$ cat config.mk
export PLATFORM = sky130hd
export DESIGN_NAME = ped_req
export DESIGN_NICKNAME = d
export VERILOG_FILES = /design/src/rtl/ped_pkg.sv /design/src/rtl/btn_debounce.sv /design/src/rtl/ped_req.sv
export SDC_FILE = /design/constraint.sdc
export NUM_CORES = 1
export LEC_CHECK = 0
export CAP_MARGIN = 10
export CORE_ASPECT_RATIO = 0.8
export CORE_UTILIZATION = 54
export CTS_CLUSTER_SIZE = 28
export DETAILED_ROUTE_END_ITERATION = 10
export PLACE_DENSITY = 0.76
export SETUP_SLACK_MARGIN = 0.15
export SKIP_CTS_REPAIR_TIMING = 1
export SYNTH_ARGS = -nofsm -noshare
export SYNTH_HDL_FRONTEND = slang
export SYNTH_SLANG_ARGS = --single-unit
export TNS_END_PERCENT = 20
$ cat constraint.sdc
create_clock -name clk -period 2.2 [get_ports clk]
set_input_delay 0.33 -clock clk [delete_from_list [all_inputs] [get_ports clk]]
set_output_delay 0.33 -clock clk [all_outputs]
set_load 0.02 [all_outputs]
$ cat src/rtl/ped_pkg.sv
// Shared definitions for the pedestrian request unit: FSM encoding and default sizing.
package ped_pkg;

    typedef enum logic [1:0] {
        ST_IDLE  = 2'd0,
        ST_REQ   = 2'd1,
        ST_SERVE = 2'd2,
        ST_LOCK  = 2'd3
    } ped_state_e;

    localparam int DEB_CYC_DEF  = 4;
    localparam int WAIT_W_DEF   = 8;
    localparam int MAX_WAIT_DEF = 200;
    localparam int LOCKOUT_DEF  = 16;

    // Bits needed to hold the values 0..n-1 (never less than one bit).
    function automatic int cnt_width(input int n);
        return (n > 1) ? $clog2(n) : 1;
    endfunction

endpackage

$ cat src/rtl/btn_debounce.sv
// Push-button conditioner: 2-flop synchronizer followed by a stability counter that
// moves the debounced level only after DEB_CYC consecutive disagreeing samples.
module btn_debounce
    import ped_pkg::*;
#(
    parameter int DEB_CYC = DEB_CYC_DEF
) (
    input  logic clk_i,
    input  logic rst_i,
    input  logic btn_i,
    output logic level_o,
    output logic press_o
);

    localparam int CNT_W = cnt_width(DEB_CYC);
    localparam logic [CNT_W-1:0] CNT_LAST = CNT_W'(DEB_CYC - 1);

    logic             sync1_q;
    logic             sync2_q;
    logic             level_q;
    logic             level_d;
    logic             press_q;
    logic             press_d;
    logic [CNT_W-1:0] cnt_q;
    logic [CNT_W-1:0] cnt_d;

    // Any sample that agrees with the current level restarts the stability count.
    always_comb begin
        cnt_d   = '0;
        level_d = level_q;
        press_d = 1'b0;
        if (sync2_q != level_q) begin
            if (cnt_q == CNT_LAST) begin
                level_d = sync2_q;
                press_d = sync2_q;
            end else begin
                cnt_d = cnt_q + CNT_W'(1);
            end
        end
    end

    always_ff @(posedge clk_i or posedge rst_i) begin
        if (rst_i) begin
            sync1_q <= 1'b0;
            sync2_q <= 1'b0;
            level_q <= 1'b0;
            press_q <= 1'b0;
            cnt_q   <= '0;
        end else begin
            sync1_q <= btn_i;
            sync2_q <= sync1_q;
            level_q <= level_d;
            press_q <= press_d;
            cnt_q   <= cnt_d;
        end
    end

    assign level_o = level_q;
    assign press_o = press_q;

endmodule

$ cat src/rtl/ped_req.sv
// Pedestrian-side request unit: raises N on a debounced press, holds it until walk is
// granted, then locks out new presses; also tracks wait time and lamp consistency.
module ped_req
    import ped_pkg::*;
#(
    parameter int DEB_CYC  = DEB_CYC_DEF,
    parameter int WAIT_W   = WAIT_W_DEF,
    parameter int MAX_WAIT = MAX_WAIT_DEF,
    parameter int LOCKOUT  = LOCKOUT_DEF
) (
    input  logic              clk,
    input  logic              rst,
    input  logic              btn,
    input  logic              Pg,
    input  logic              Pr,
    output logic              N,
    output logic              wait_lamp,
    output logic [WAIT_W-1:0] wait_cnt,
    output logic              timeout,
    output logic              err
);

    localparam int LOCK_W = cnt_width(LOCKOUT);
    localparam logic [LOCK_W-1:0] LOCK_LAST = LOCK_W'(LOCKOUT - 1);
    localparam logic [WAIT_W-1:0] MAX_W     = WAIT_W'(MAX_WAIT);

    ped_state_e        state_q;
    logic              n_q;
    logic              lamp_q;
    logic [WAIT_W-1:0] wait_q;
    logic [WAIT_W-1:0] wait_d;
    logic              tmo_q;
    logic              err_q;
    logic [LOCK_W-1:0] lock_q;
    logic              btn_lvl;
    logic              press;

    btn_debounce #(
        .DEB_CYC(DEB_CYC)
    ) u_deb (
        .clk_i  (clk),
        .rst_i  (rst),
        .btn_i  (btn),
        .level_o(btn_lvl),
        .press_o(press)
    );

    // Wait counter saturates rather than wrapping so the display never rolls back to 0.
    always_comb begin
        wait_d = wait_q;
        if (wait_q != {WAIT_W{1'b1}}) begin
            wait_d = wait_q + WAIT_W'(1);
        end
    end

    always_ff @(posedge clk or posedge rst) begin
        if (rst) begin
            state_q <= ST_IDLE;
            n_q     <= 1'b0;
            lamp_q  <= 1'b0;
            wait_q  <= '0;
            tmo_q   <= 1'b0;
            err_q   <= 1'b0;
            lock_q  <= '0;
        end else begin
            if (Pg == Pr) begin
                err_q <= 1'b1;
            end
            case (state_q)
                ST_IDLE: begin
                    // An active walk swallows a coincident press.
                    if (press && btn_lvl && !Pg) begin
                        state_q <= ST_REQ;
                        n_q     <= 1'b1;
                        lamp_q  <= 1'b1;
                        wait_q  <= '0;
                        tmo_q   <= (MAX_W == '0);
                    end
                end
                ST_REQ: begin
                    if (Pg) begin
                        state_q <= ST_SERVE;
                        n_q     <= 1'b0;
                        lamp_q  <= 1'b0;
                        tmo_q   <= 1'b0;
                    end else begin
                        wait_q <= wait_d;
                        tmo_q  <= (wait_d >= MAX_W);
                    end
                end
                ST_SERVE: begin
                    if (!Pg) begin
                        state_q <= ST_LOCK;
                        lock_q  <= LOCK_LAST;
                    end
                end
                ST_LOCK: begin
                    if (lock_q == '0) begin
                        state_q <= ST_IDLE;
                        wait_q  <= '0;
                    end else begin
                        lock_q <= lock_q - LOCK_W'(1);
                    end
                end
                default: begin
                    state_q <= ST_IDLE;
                end
            endcase
        end
    end

    assign N         = n_q;
    assign wait_lamp = lamp_q;
    assign wait_cnt  = wait_q;
    assign timeout   = tmo_q;
    assign err       = err_q;

endmodule

==> flow_summary.toml <==
[clocking]
cts.sinks = 23
cts-buffers-inserted = 3
clk-insertion-delay-late_ns = 0.31
cts.reportedPaths.clkPinSlew_ns = 0.13
cts.path.max_buffers = 2
ctsHtreeMaxLevel = 1
cts_tree = "done"
clock-root-buffer = "clkbuf_4"

[sta]
grt_setup_unrepaired = "yes"
timing.final.crit_period_ns = 1.955
total_count_of_hold_check_failures_in_the_final_report = 0
fin_worst_skew_ns = 0.006797
period_share_pct = 88.85
worst_slew_pin_slew_ns = 0.4125
timing_max_transition_violations_final = 0
max_freq_mhz = 511.6
relSlewSlack_pct = 72.44
final.setup.tns_ns = 0
setup_viol_count_final = 0

[yosys]
syn_avg_cell_area_um2 = 9.555
ys_seq_area_share_pct = 42.12
primary_ff_master_synth = "dfrtp_1"
synth.lib_cells_used.distinct = 39
yosys_register_bits = 23
synth_edf_count = 0
post_synth_inst_count = 143
yosys_warnings = 0
synthesis.area_um2 = 1366
mappedNetlistNets = 156
async_reset_ff_share_pct = 100.0

[setup_path]
crit_required_ns = 2.44
startpoint_type = "register"
critical_path.endpoint_type = "register"
critPathArrivalTime_ns = 2.19
critical_path_class = "reg2reg"
crit_fanout = 7

[floorplan]
design.portCount = 17
start_util_pct = 60.17
placement_rows = 15
floorplan.die.width_um = 58.24
vertical_die_dimension_um = 46.99
die_area_um2 = 2737
core_area_um2 = 2271

[drt]
detail_route.wl_per_cell_um = 15.68
wirelength_um = 3057
vias = 1215
drtAntennaViolNets = 0
drtPass1Iterations = 4
first_iteration_detailed_routing_drc_count = 81
vias_per_cell = 6.231
post-route-drc-count = 0

[finish]
antennaDiodeCount = 0
layout_commonest_cell = "dfrtp_1"
final_layout_size_suffix_gt1_share_pct = 9.938
syn_to_final_growth_pct = 18.50
finish.net_count = 175
layout.cells.most_common_list = "dfrtp_1, clkdlybuf4s50_1, o21ai_0, a21oi_1, inv_1"

[global_route]
grt_antenna_before_repair = 0
gr-total-overflow = 0
via_count_of_the_first_global_routing_pass = 1069
grt_first_pass_wirelength_um = 4795
grt_start_max_net_pins = 17
groute.usage.overall_pct = 23.91

[power_and_ir_drop]
power_per_cell_area_nw_per_um2 = 1075
static_leakage_nw = 0.6773
power.total_mw = 1.741
worst_ir_drop_vdd_mv = 0.9271

[run]
max_cap_viol_count = 0

[outcome]
outcome = "completed"

[placed_design]
portBuffers = 16
globalplace.congestion = 0.9380
dp_hpwl_um = 2194

[hold_path]
min_path_type = "in2async"
[kinds of logic (layout without fill, tap and decap cells)]
kind of cell | Yosys count | count (layout) | share of synthesized area, %
flops | 23 | 23 | 42.12
simple gates | 45 | 45 | 17.58
mux | 5 | 5 | 3.846
buf+inv | 17 | 34 | 5.495
compound gates | 43 | 44 | 22.35
xor+xnor | 2 | 2 | 1.282
fa+ha+maj | 8 | 8 | 7.326
[synthesized netlist by cell type (all sizes together), types with 3 or more instances]
library cell | number | share of area (%)
a21oi | 11 | 4.0
a22o | 3 | 1.9
a2bb2oi | 3 | 1.9
clkbuf | 5 | 1.4
dfrtp | 23 | 42
ha | 8 | 7.3
inv | 10 | 2.7
mux2i | 3 | 2.2
nand2 | 9 | 2.5
nand3 | 7 | 2.6
nand4 | 4 | 1.8
nor2 | 6 | 1.6
nor3 | 5 | 1.8
nor3b | 3 | 1.6
o21ai | 12 | 4.4
[per-layer routing]
layer | global-route usage, % | vias to the layer above | wire length, um
li1 | - | 572 | -
met3 | 5.785 | 4 | 244
met5 | 0 | - | 0
met4 | 8.095 | 0 | 27
met2 | 40.92 | 70 | 1489
met1 | 30.65 | 569 | 1296
[final cells by class]
cell class | count | area [um2]
clock buffer | 3 | 22.52
inverter | 10 | 37.54
multi-input combinational | 104 | 745.7
tap | 34 | 42.54
clock inverter | 1 | 5.005
fill | 171 | 651.9
sequential | 23 | 575.6
timing repair buffer | 20 | 190.2
[state kept, by name, indices dropped and copies added (netlist names)]
register       count
timeout            1
u_deb.press_o      1
u_deb.sync1_q      1
u_deb.cnt_q        2
state_q            2
lock_q             4
err                1
wait_cnt           8
u_deb.sync2_q      1
wait_lamp          1
u_deb.level_o      1
[power breakdown]
part           switching [mW]  total, mW  internal [mW]  leakage (nW)
clock network           0.126      0.194         0.0680        0.0177
logic                   0.537      0.942          0.405         0.381
registers              0.0881      0.605          0.517         0.279
[critical path, stage by stage, from the launching register on]
cell      delay, ns
dfrtp_1        0.43
inv_1          0.07
ha_1           0.19
or3b_4         0.46
a221oi_4       0.38
o21ai_0        0.17
a21oi_1        0.18
[final timing paths]
check                                   startpoint                 endpoint  slack (ns)  cells past startpoint
setup / recovery             lock_q[0]$_DFFE_PP0P_  wait_cnt[4]$_DFFE_PP0P_        0.25                      6
hold / removal                                 rst  u_deb.sync2_q$_DFF_PP0_        0.24                      2
setup reg to reg             lock_q[0]$_DFFE_PP0P_  wait_cnt[4]$_DFFE_PP0P_        0.25                      6
hold reg to reg            u_deb.sync1_q$_DFF_PP0_  u_deb.sync2_q$_DFF_PP0_        0.37                      0
max in group asynchronous                      rst    lock_q[2]$_DFFE_PP0P_        1.45                      3
min in group clk           u_deb.sync1_q$_DFF_PP0_  u_deb.sync2_q$_DFF_PP0_        0.37                      0
[stage by stage]
step	instance area (um2)	setup slack, ns	hold slack (ns)	util [%]	instances
after detailed placement	1554	0.04212	0.3380	68.43	189
final	1619	0.2453	0.2374	71.29	195
after global placement	1554	0.07579	0.3462	68.43	189
after CTS	1582	0.09583	0.2295	69.64	193
after floorplan	1366	0.3476	0.3312	-	143
after global routing	1619	0.1228	0.2630	71.29	195
No activity file was read; power rests on OpenSTA's default activity.
